$ cat src/rtl/pinmux_filt.sv
// ---------------------------------------------------------------------------
// pinmux_filt
// Any-to-any GPIO pin mux between the pad bank and the peripheral set,
// configured over a Wishbone slave port. Each GPIO input passes through a
// synchroniser and an optional glitch filter. Each input and output route has
// an optional polarity inversion. Each GPIO output can also be forced to 0, to 1
// or to hi-Z. A sticky LOCK bit freezes the whole configuration until reset.
//
// Ports
//   wb_clk_i, wb_rst_i        clock, asynchronous active-high reset
//   wb_adr_i .. wb_ack_o      Wishbone slave; adr[13:12] region, adr[9:2] index
//   gpio_in                   raw pad inputs (asynchronous)
//   gpio_out, gpio_oeb        pad output value and active-low enable
//   peripheral_in             routed, filtered inputs to the peripherals
//   peripheral_out/_oeb       peripheral output values and active-low enables
//
// Register map
//   0 CTRL        [0] LOCK (write-1-to-set), [23:16] NUM_GPIOS
//   1 IN_SEL[i]   [7:0] SEL (0 = none, n = gpio n-1), [8] INV
//   2 OUT_SEL[g]  [7:0] SEL (0 = none, n = peripheral n-1), [8] INV, [10:9] MODE
//   3 FILT[g]     [FILT_BITS-1:0] threshold, 0 = bypass
// ---------------------------------------------------------------------------
module pinmux_filt #(
    parameter int NUM_INPUTS  = 8,
    parameter int NUM_OUTPUTS = 8,
    parameter int NUM_GPIOS   = 32,
    parameter int SYNC_STAGES = 2,
    parameter int FILT_BITS   = 4
) (
    input  logic                   wb_clk_i,
    input  logic                   wb_rst_i,
    input  logic [31:0]            wb_adr_i,
    input  logic [31:0]            wb_dat_i,
    input  logic [3:0]             wb_sel_i,
    input  logic                   wb_cyc_i,
    input  logic                   wb_stb_i,
    input  logic                   wb_we_i,
    output logic [31:0]            wb_dat_o,
    output logic                   wb_ack_o,
    input  logic [NUM_GPIOS-1:0]   gpio_in,
    output logic [NUM_GPIOS-1:0]   gpio_out,
    output logic [NUM_GPIOS-1:0]   gpio_oeb,
    output logic [NUM_INPUTS-1:0]  peripheral_in,
    input  logic [NUM_OUTPUTS-1:0] peripheral_out,
    input  logic [NUM_OUTPUTS-1:0] peripheral_oeb
);

    localparam logic [1:0] REG_CTRL = 2'd0;
    localparam logic [1:0] REG_IN   = 2'd1;
    localparam logic [1:0] REG_OUT  = 2'd2;
    localparam logic [1:0] REG_FILT = 2'd3;

    localparam logic [1:0] MODE_MUX  = 2'b00;
    localparam logic [1:0] MODE_LOW  = 2'b01;
    localparam logic [1:0] MODE_HIGH = 2'b10;

    localparam logic [FILT_BITS-1:0] FILT_ZERO = '0;
    localparam logic [FILT_BITS-1:0] FILT_ONE  = FILT_BITS'(1);

    // -----------------------------------------------------------------------
    // State
    // -----------------------------------------------------------------------
    logic                   ack_q, ack_d;
    logic [31:0]            dat_q, dat_d;
    logic                   lock_q, lock_d;
    logic [8:0]             in_sel_q  [NUM_INPUTS];
    logic [8:0]             in_sel_d  [NUM_INPUTS];
    logic [10:0]            out_sel_q [NUM_GPIOS];
    logic [10:0]            out_sel_d [NUM_GPIOS];
    logic [FILT_BITS-1:0]   filt_q    [NUM_GPIOS];
    logic [FILT_BITS-1:0]   filt_d    [NUM_GPIOS];
    logic [FILT_BITS-1:0]   cnt_q     [NUM_GPIOS];
    logic [FILT_BITS-1:0]   cnt_d     [NUM_GPIOS];
    logic [SYNC_STAGES-1:0][NUM_GPIOS-1:0] sync_q;
    logic [NUM_GPIOS-1:0]   filt_val_q, filt_val_d;

    // -----------------------------------------------------------------------
    // Bus decode
    // -----------------------------------------------------------------------
    logic        bus_req;
    logic        wr_en;
    logic [1:0]  region;
    logic [7:0]  idx;
    logic [15:0] wmask;
    logic [31:0] rdata;

    assign bus_req = wb_cyc_i & wb_stb_i & ~ack_q;
    assign wr_en   = bus_req & wb_we_i & ~lock_q;
    assign region  = wb_adr_i[13:12];
    assign idx     = wb_adr_i[9:2];
    assign wmask   = {{8{wb_sel_i[1]}}, {8{wb_sel_i[0]}}};

    logic unused_bus_bits;
    assign unused_bus_bits = ^{wb_adr_i[31:14], wb_adr_i[11:10], wb_adr_i[1:0],
                               wb_dat_i[31:16], wb_sel_i[3:2]};

    function automatic logic [15:0] merge16(input logic [15:0] old_v,
                                            input logic [15:0] new_v,
                                            input logic [15:0] mask);
        return (old_v & ~mask) | (new_v & mask);
    endfunction

    // Register writes. Out-of-range indices match no entry and are dropped.
    logic [15:0] wr_tmp;
    always_comb begin
        lock_d    = lock_q;
        in_sel_d  = in_sel_q;
        out_sel_d = out_sel_q;
        filt_d    = filt_q;
        wr_tmp    = '0;
        if (wr_en) begin
            case (region)
                REG_CTRL: begin
                    if (wb_sel_i[0] && wb_dat_i[0]) lock_d = 1'b1;
                end
                REG_IN: begin
                    for (int i = 0; i < NUM_INPUTS; i++) begin
                        if (idx == 8'(i)) begin
                            wr_tmp      = merge16(16'(in_sel_q[i]), wb_dat_i[15:0], wmask);
                            in_sel_d[i] = wr_tmp[8:0];
                        end
                    end
                end
                REG_OUT: begin
                    for (int g = 0; g < NUM_GPIOS; g++) begin
                        if (idx == 8'(g)) begin
                            wr_tmp       = merge16(16'(out_sel_q[g]), wb_dat_i[15:0], wmask);
                            out_sel_d[g] = wr_tmp[10:0];
                        end
                    end
                end
                default: begin
                    for (int g = 0; g < NUM_GPIOS; g++) begin
                        if (idx == 8'(g)) begin
                            wr_tmp    = merge16(16'(filt_q[g]), wb_dat_i[15:0], wmask);
                            filt_d[g] = wr_tmp[FILT_BITS-1:0];
                        end
                    end
                end
            endcase
        end
    end

    // Read mux; unmatched indices fall through to zero.
    always_comb begin
        rdata = 32'h0;
        case (region)
            REG_CTRL: rdata = {8'h00, 8'(NUM_GPIOS), 15'h0000, lock_q};
            REG_IN: begin
                for (int i = 0; i < NUM_INPUTS; i++) begin
                    if (idx == 8'(i)) rdata = {23'h0, in_sel_q[i]};
                end
            end
            REG_OUT: begin
                for (int g = 0; g < NUM_GPIOS; g++) begin
                    if (idx == 8'(g)) rdata = {21'h0, out_sel_q[g]};
                end
            end
            default: begin
                for (int g = 0; g < NUM_GPIOS; g++) begin
                    if (idx == 8'(g)) rdata = 32'(filt_q[g]);
                end
            end
        endcase
    end

    assign ack_d = bus_req;
    assign dat_d = bus_req ? rdata : 32'h0;

    // -----------------------------------------------------------------------
    // Input path: synchroniser then glitch filter
    // -----------------------------------------------------------------------
    logic [NUM_GPIOS-1:0] gpio_s;
    logic [NUM_GPIOS-1:0] gpio_f;

    assign gpio_s = sync_q[SYNC_STAGES-1];

    // With the filter bypassed the stored value tracks s, so enabling the
    // filter later starts from the current pin level rather than a stale one.
    // The >= compare lets a threshold lowered mid-count fire on the next
    // mismatch instead of wrapping the counter.
    always_comb begin
        filt_val_d = filt_val_q;
        cnt_d      = cnt_q;
        gpio_f     = '0;
        for (int g = 0; g < NUM_GPIOS; g++) begin
            if (filt_q[g] == FILT_ZERO) begin
                gpio_f[g]     = gpio_s[g];
                filt_val_d[g] = gpio_s[g];
                cnt_d[g]      = FILT_ZERO;
            end else begin
                gpio_f[g] = filt_val_q[g];
                if (gpio_s[g] == filt_val_q[g]) begin
                    cnt_d[g] = FILT_ZERO;
                end else if (cnt_q[g] >= filt_q[g] - FILT_ONE) begin
                    filt_val_d[g] = gpio_s[g];
                    cnt_d[g]      = FILT_ZERO;
                end else begin
                    cnt_d[g] = cnt_q[g] + FILT_ONE;
                end
            end
        end
    end

    // Peripheral inputs: SEL = 0 or beyond NUM_GPIOS selects constant 0,
    // so INV alone ties the input high.
    logic [NUM_INPUTS-1:0] periph_in_c;
    always_comb begin
        for (int i = 0; i < NUM_INPUTS; i++) begin
            periph_in_c[i] = in_sel_q[i][8];
            for (int g = 0; g < NUM_GPIOS; g++) begin
                if (in_sel_q[i][7:0] == 8'(g + 1)) periph_in_c[i] = gpio_f[g] ^ in_sel_q[i][8];
            end
        end
    end
    assign peripheral_in = periph_in_c;

    // -----------------------------------------------------------------------
    // Output path
    // -----------------------------------------------------------------------
    logic [NUM_GPIOS-1:0] gpio_out_c;
    logic [NUM_GPIOS-1:0] gpio_oeb_c;
    always_comb begin
        for (int g = 0; g < NUM_GPIOS; g++) begin
            gpio_out_c[g] = 1'b0;
            gpio_oeb_c[g] = 1'b1;
            case (out_sel_q[g][10:9])
                MODE_MUX: begin
                    gpio_out_c[g] = out_sel_q[g][8];
                    for (int p = 0; p < NUM_OUTPUTS; p++) begin
                        if (out_sel_q[g][7:0] == 8'(p + 1)) begin
                            gpio_out_c[g] = peripheral_out[p] ^ out_sel_q[g][8];
                            gpio_oeb_c[g] = peripheral_oeb[p];
                        end
                    end
                end
                MODE_LOW: begin
                    gpio_out_c[g] = 1'b0;
                    gpio_oeb_c[g] = 1'b0;
                end
                MODE_HIGH: begin
                    gpio_out_c[g] = 1'b1;
                    gpio_oeb_c[g] = 1'b0;
                end
                default: begin
                    gpio_out_c[g] = 1'b0;
                    gpio_oeb_c[g] = 1'b1;
                end
            endcase
        end
    end
    assign gpio_out = gpio_out_c;
    assign gpio_oeb = gpio_oeb_c;

    // -----------------------------------------------------------------------
    // Sequential
    // -----------------------------------------------------------------------
    always_ff @(posedge wb_clk_i or posedge wb_rst_i) begin
        if (wb_rst_i) begin
            ack_q      <= 1'b0;
            dat_q      <= 32'h0;
            lock_q     <= 1'b0;
            sync_q     <= '0;
            filt_val_q <= '0;
            for (int i = 0; i < NUM_INPUTS; i++) in_sel_q[i] <= '0;
            for (int g = 0; g < NUM_GPIOS; g++) begin
                out_sel_q[g] <= '0;
                filt_q[g]    <= '0;
                cnt_q[g]     <= '0;
            end
        end else begin
            ack_q      <= ack_d;
            dat_q      <= dat_d;
            lock_q     <= lock_d;
            sync_q     <= {sync_q[SYNC_STAGES-2:0], gpio_in};
            filt_val_q <= filt_val_d;
            in_sel_q   <= in_sel_d;
            out_sel_q  <= out_sel_d;
            filt_q     <= filt_d;
            cnt_q      <= cnt_d;
        end
    end

    assign wb_ack_o = ack_q;
    assign wb_dat_o = dat_q;

endmodule

$ cat config.mk
export PLATFORM = sky130hd
export DESIGN_NAME = pinmux_filt
export DESIGN_NICKNAME = d
export VERILOG_FILES = /design/src/rtl/pinmux_filt.sv
export SDC_FILE = /design/constraint.sdc
export NUM_CORES = 2
export LEC_CHECK = 0
export ABC_AREA = 1
export BUFFER_PORTS_ARGS = -buffer_cell sky130_fd_sc_hd__buf_2
export CAP_MARGIN = 20
export CORE_ASPECT_RATIO = 1.25
export CORE_MARGIN = 8
export CORE_UTILIZATION = 30
export CTS_CLUSTER_SIZE = 20
export DETAILED_ROUTE_END_ITERATION = 10
export GPL_TIMING_DRIVEN = 0
export PLACE_DENSITY = 0.54
export SLEW_MARGIN = 25
export SYNTH_ARGS = -nofsm -noshare
export SYNTH_HDL_FRONTEND = slang
export SYNTH_SLANG_ARGS = --single-unit
$ cat constraint.sdc
create_clock -name wb_clk_i -period 25.8 [get_ports wb_clk_i]
set_input_delay 5.16 -clock wb_clk_i [delete_from_list [all_inputs] [get_ports wb_clk_i]]
set_output_delay 5.16 -clock wb_clk_i [all_outputs]
set_load 0.005 [all_outputs]
==> impl_metrics.yaml <==
outcome:
  status: "complete, no violations"
setup_path:
  startpoint_type: "input pin"
  cp_top_family: "buffers and inverters"
  cp-startpoint: "peripheral_out[2]"
  crit_buf_inv: 4
  cpMaxStageDelayCell: "clkbuf_1"
  crit_path_cell_trace: "clkbuf_1 > inv_1 > clkbuf_1 > a22oi_1 > a2111oi_0 > nand3_1 > o21ai_0 > nor2_1 > o21bai_1 > buf_2"
  path_common_cell: "clkbuf_1"
  crit_path_end_kind: "primary output"
  endpoint: "gpio_out[11]"
  r2r_end: "wb_dat_o[3]$_DFF_PP0_"
  slowest_delay_ns: 0.72
  cp_max_fo: 10
  r2r_slack_ns: 21.26
  crit_required_ns: 20.64
  worstSetupPathType: "in2out"
  reg2reg_depth: 18
  crit_cells: 10
  crit_arrival_ns: 8.51
pwr:
  combPwrFrac_pct: 6.3
  p_int_w: 0.00213
  pwr-share-clk_pct: 50.0
  p_per_area_nw_per_um2: 49.5
  total_leakage_power_nw: 25.7
  ir_worst_vdd_mv: 0.0454
  switching_share_pct: 25.9
  p_total_w: 0.00287
  p_switching_w: 0.000742
  p_seq_share_pct: 43.7
sta:
  setup_slack_ns: 12.13
  final.min_clock_period_ns: 13.67
  final_max_slew_viol_count: 0
  relSlewSlack_pct: 20.0
  finalSetupTns_ns: 0
  fmax_mhz: 73.2
  final-setup-viol-count: 0
  whs_ns: 0.331
  hold_viol: 0
  tightest_slew_ns: 1.20
  finClkSkew_ns: 0.0304
  post-route-period-util_pct: 53.0
  rsz0062_at_grt: "false"
final_layout:
  finalNetCount: 7484
  final_common_cell: "nand2_1"
  area_growth_pct: 16.4
  utilization_pct: 35.1
  final_cell_mix: "nand2_1 (1697), inv_1 (798), dfrtp_1 (790), o21ai_0 (779), nor2_1 (577)"
  drive_gt1_share_pct: 6.92
floorplanning:
  die_area_um2: 179000
  num_io_pins: 226
  die_x_um: 380
  die_height_um: 472
  initial_core_util_pct: 30.1
  core_area_um2: 165000
  rows: 167
cts:
  clk_latency_ns: 0.74
  clk_pin_slew_ns: 0.07
  cts_resized: 0
  postCtsSetupBuffers: 0
  clock_tree.root_cell: "clkbuf_16"
  htree_levels: 3
  cts_tree: "built"
  cts.sinks: 790
  clockBufferDepth: 3
  cts_made_buffers: 95
  cts_hold_buf: 0
route:
  avgViaCountPerCell: 5.38
  antenna_left: 0
  firstDrtPassIters: 8
  drc: 0
  drtIter0Drc: 5716
  detailroute.via_count: 50600
  drt_wl_total_um: 222000
  route.detailed.wl_per_inst_um: 23.6
synthesis:
  muxShareOfSynthArea_pct: 0.183
  ys_seq_area_share_pct: 39.7
  syn_area_um2: 49800
  synth_top_family_by_area: "simple AND/OR/NAND/NOR gates"
  synth_compound_area_share_pct: 15.3
  yosysUniqueCellTypes: 59
  syn_inst: 6788
  synth_area_per_cell_um2: 7.34
  synth_seq_cells: 790
  yosys.area_share.adder_pct: 6.43
  synth_xor_xnor_area_share_pct: 2.71
  synthFlopType: "dfrtp_1"
  yosys_warnings: 0
  yosys.area_share.simple_pct: 27.6
  async_flop_share_pct: 100
  synth-edff-count: 0
place:
  place_congestion: 0.979
  port_buffers: 153
  dp_slack_ns: 12.25
  hpwl_um: 171000
hold_path:
  hold_path.class: "reg2reg"
global_routing:
  antenna_found_initial: 27
  grt_max_degree: 32
  grt_pass1_wl_um: 320000
  grt_usage_pct: 23.7
  grt_pass1_vias: 47700
  overflow: 0
flow_run:
  maxCapViolations: 0
-- cell usage after synthesis (all sizes together), types with 98 or more instances --
cell	n	area [um2]
o21ai	810	4060
a21oi	171	856
nor3	225	1150
ha	256	3200
nor2	593	2280
clkbuf	193	724
nand4	228	1430
inv	802	3010
nand2	1699	6380
xnor2	98	858
dfrtp	790	19800
nand3	326	1640
-- metrics by stage --
stage / area (um2) / std cells
after floorplan: 49900 / 6807
after global placement: 53400 / 9157
final: 58000 / 9400
after detailed placement: 54600 / 9207
after CTS: 57900 / 9380
after global routing: 57900 / 9381
-- worst min path at each step --
stage          slack, ns            startpoint              endpoint  depth (start not counted)
2_1_floorplan       0.33   sync_q[0]$_DFF_PP0_   gpio_s[0]$_DFF_PP0_                          0
3_3_place_gp        0.34   sync_q[1]$_DFF_PP0_   gpio_s[1]$_DFF_PP0_                          0
3_5_place_dp        0.34  sync_q[15]$_DFF_PP0_  gpio_s[15]$_DFF_PP0_                          0
4_1_cts             0.33  sync_q[25]$_DFF_PP0_  gpio_s[25]$_DFF_PP0_                          0
5_1_grt             0.34  sync_q[25]$_DFF_PP0_  gpio_s[25]$_DFF_PP0_                          0
6_report            0.33  sync_q[25]$_DFF_PP0_  gpio_s[25]$_DFF_PP0_                          0
-- area by class of cell --
cell class                 instances  area [um2]
clock buffer                     140        2890
clock inverter                    33         393
timing repair buffer             203        1820
antenna                           20        50.0
fill                           17500      107000
buffer                           238        1020
tap                             2197        2750
inverter                         809        3040
multi-input combinational       4970       26300
sequential                       790       19800
-- per-layer routing --
| layer | GRT usage (%) | vias to the layer above | share of wire [%] |
|---|---|---|---|
| met1 | 29.9 | 24400 | 40 |
| met2 | 38.3 | 2285 | 45 |
| met5 | 0 | - | 0.0081 |
| met3 | 4.69 | 510 | 8.3 |
| li1 | - | 23400 | - |
| met4 | 12.8 | 2 | 5.8 |
-- worst reg2reg max path, stage by stage, from the launching register on --
cell and delay (ns):
dfrtp_1 0.42, nand3_1 0.13, nand4_1 0.10, a21oi_1 0.31
nand4_1 0.37, nand2_1 0.27, nand4_1 0.16, nor2_1 0.30
nand4_1 0.21, nor2_1 0.23, nand4_1 0.26, nand2_1 0.20
nand4_1 0.19, nor2_1 0.29, nand4_1 0.21, nor2_1 0.32
nand4_1 0.14, nand2_1 0.14, nor2_1 0.15
-- power by group through the flow --
stage / sequential, W / clock (W) / combinational [W]
2_1_floorplan: 0.00128 / 0 / 0.0000631
3_3_place_gp: 0.00128 / 0 / 0.000156
3_5_place_dp: 0.00128 / 0 / 0.000179
4_1_cts: 0.00125 / 0.00147 / 0.000179
5_1_grt: 0.00125 / 0.00152 / 0.000187
6_report: 0.00125 / 0.00144 / 0.000182
-- cell families after synthesis --
| family | count (synthesis) |
|---|---|
| xor+xnor | 154 |
| fa+ha+maj | 256 |
| other cells | 1 |
| mux | 9 |
| flops | 790 |
| compound gates | 1328 |
| buf+inv | 1047 |
| simple gates | 3203 |
No activity file was read; power rests on OpenSTA's default activity.
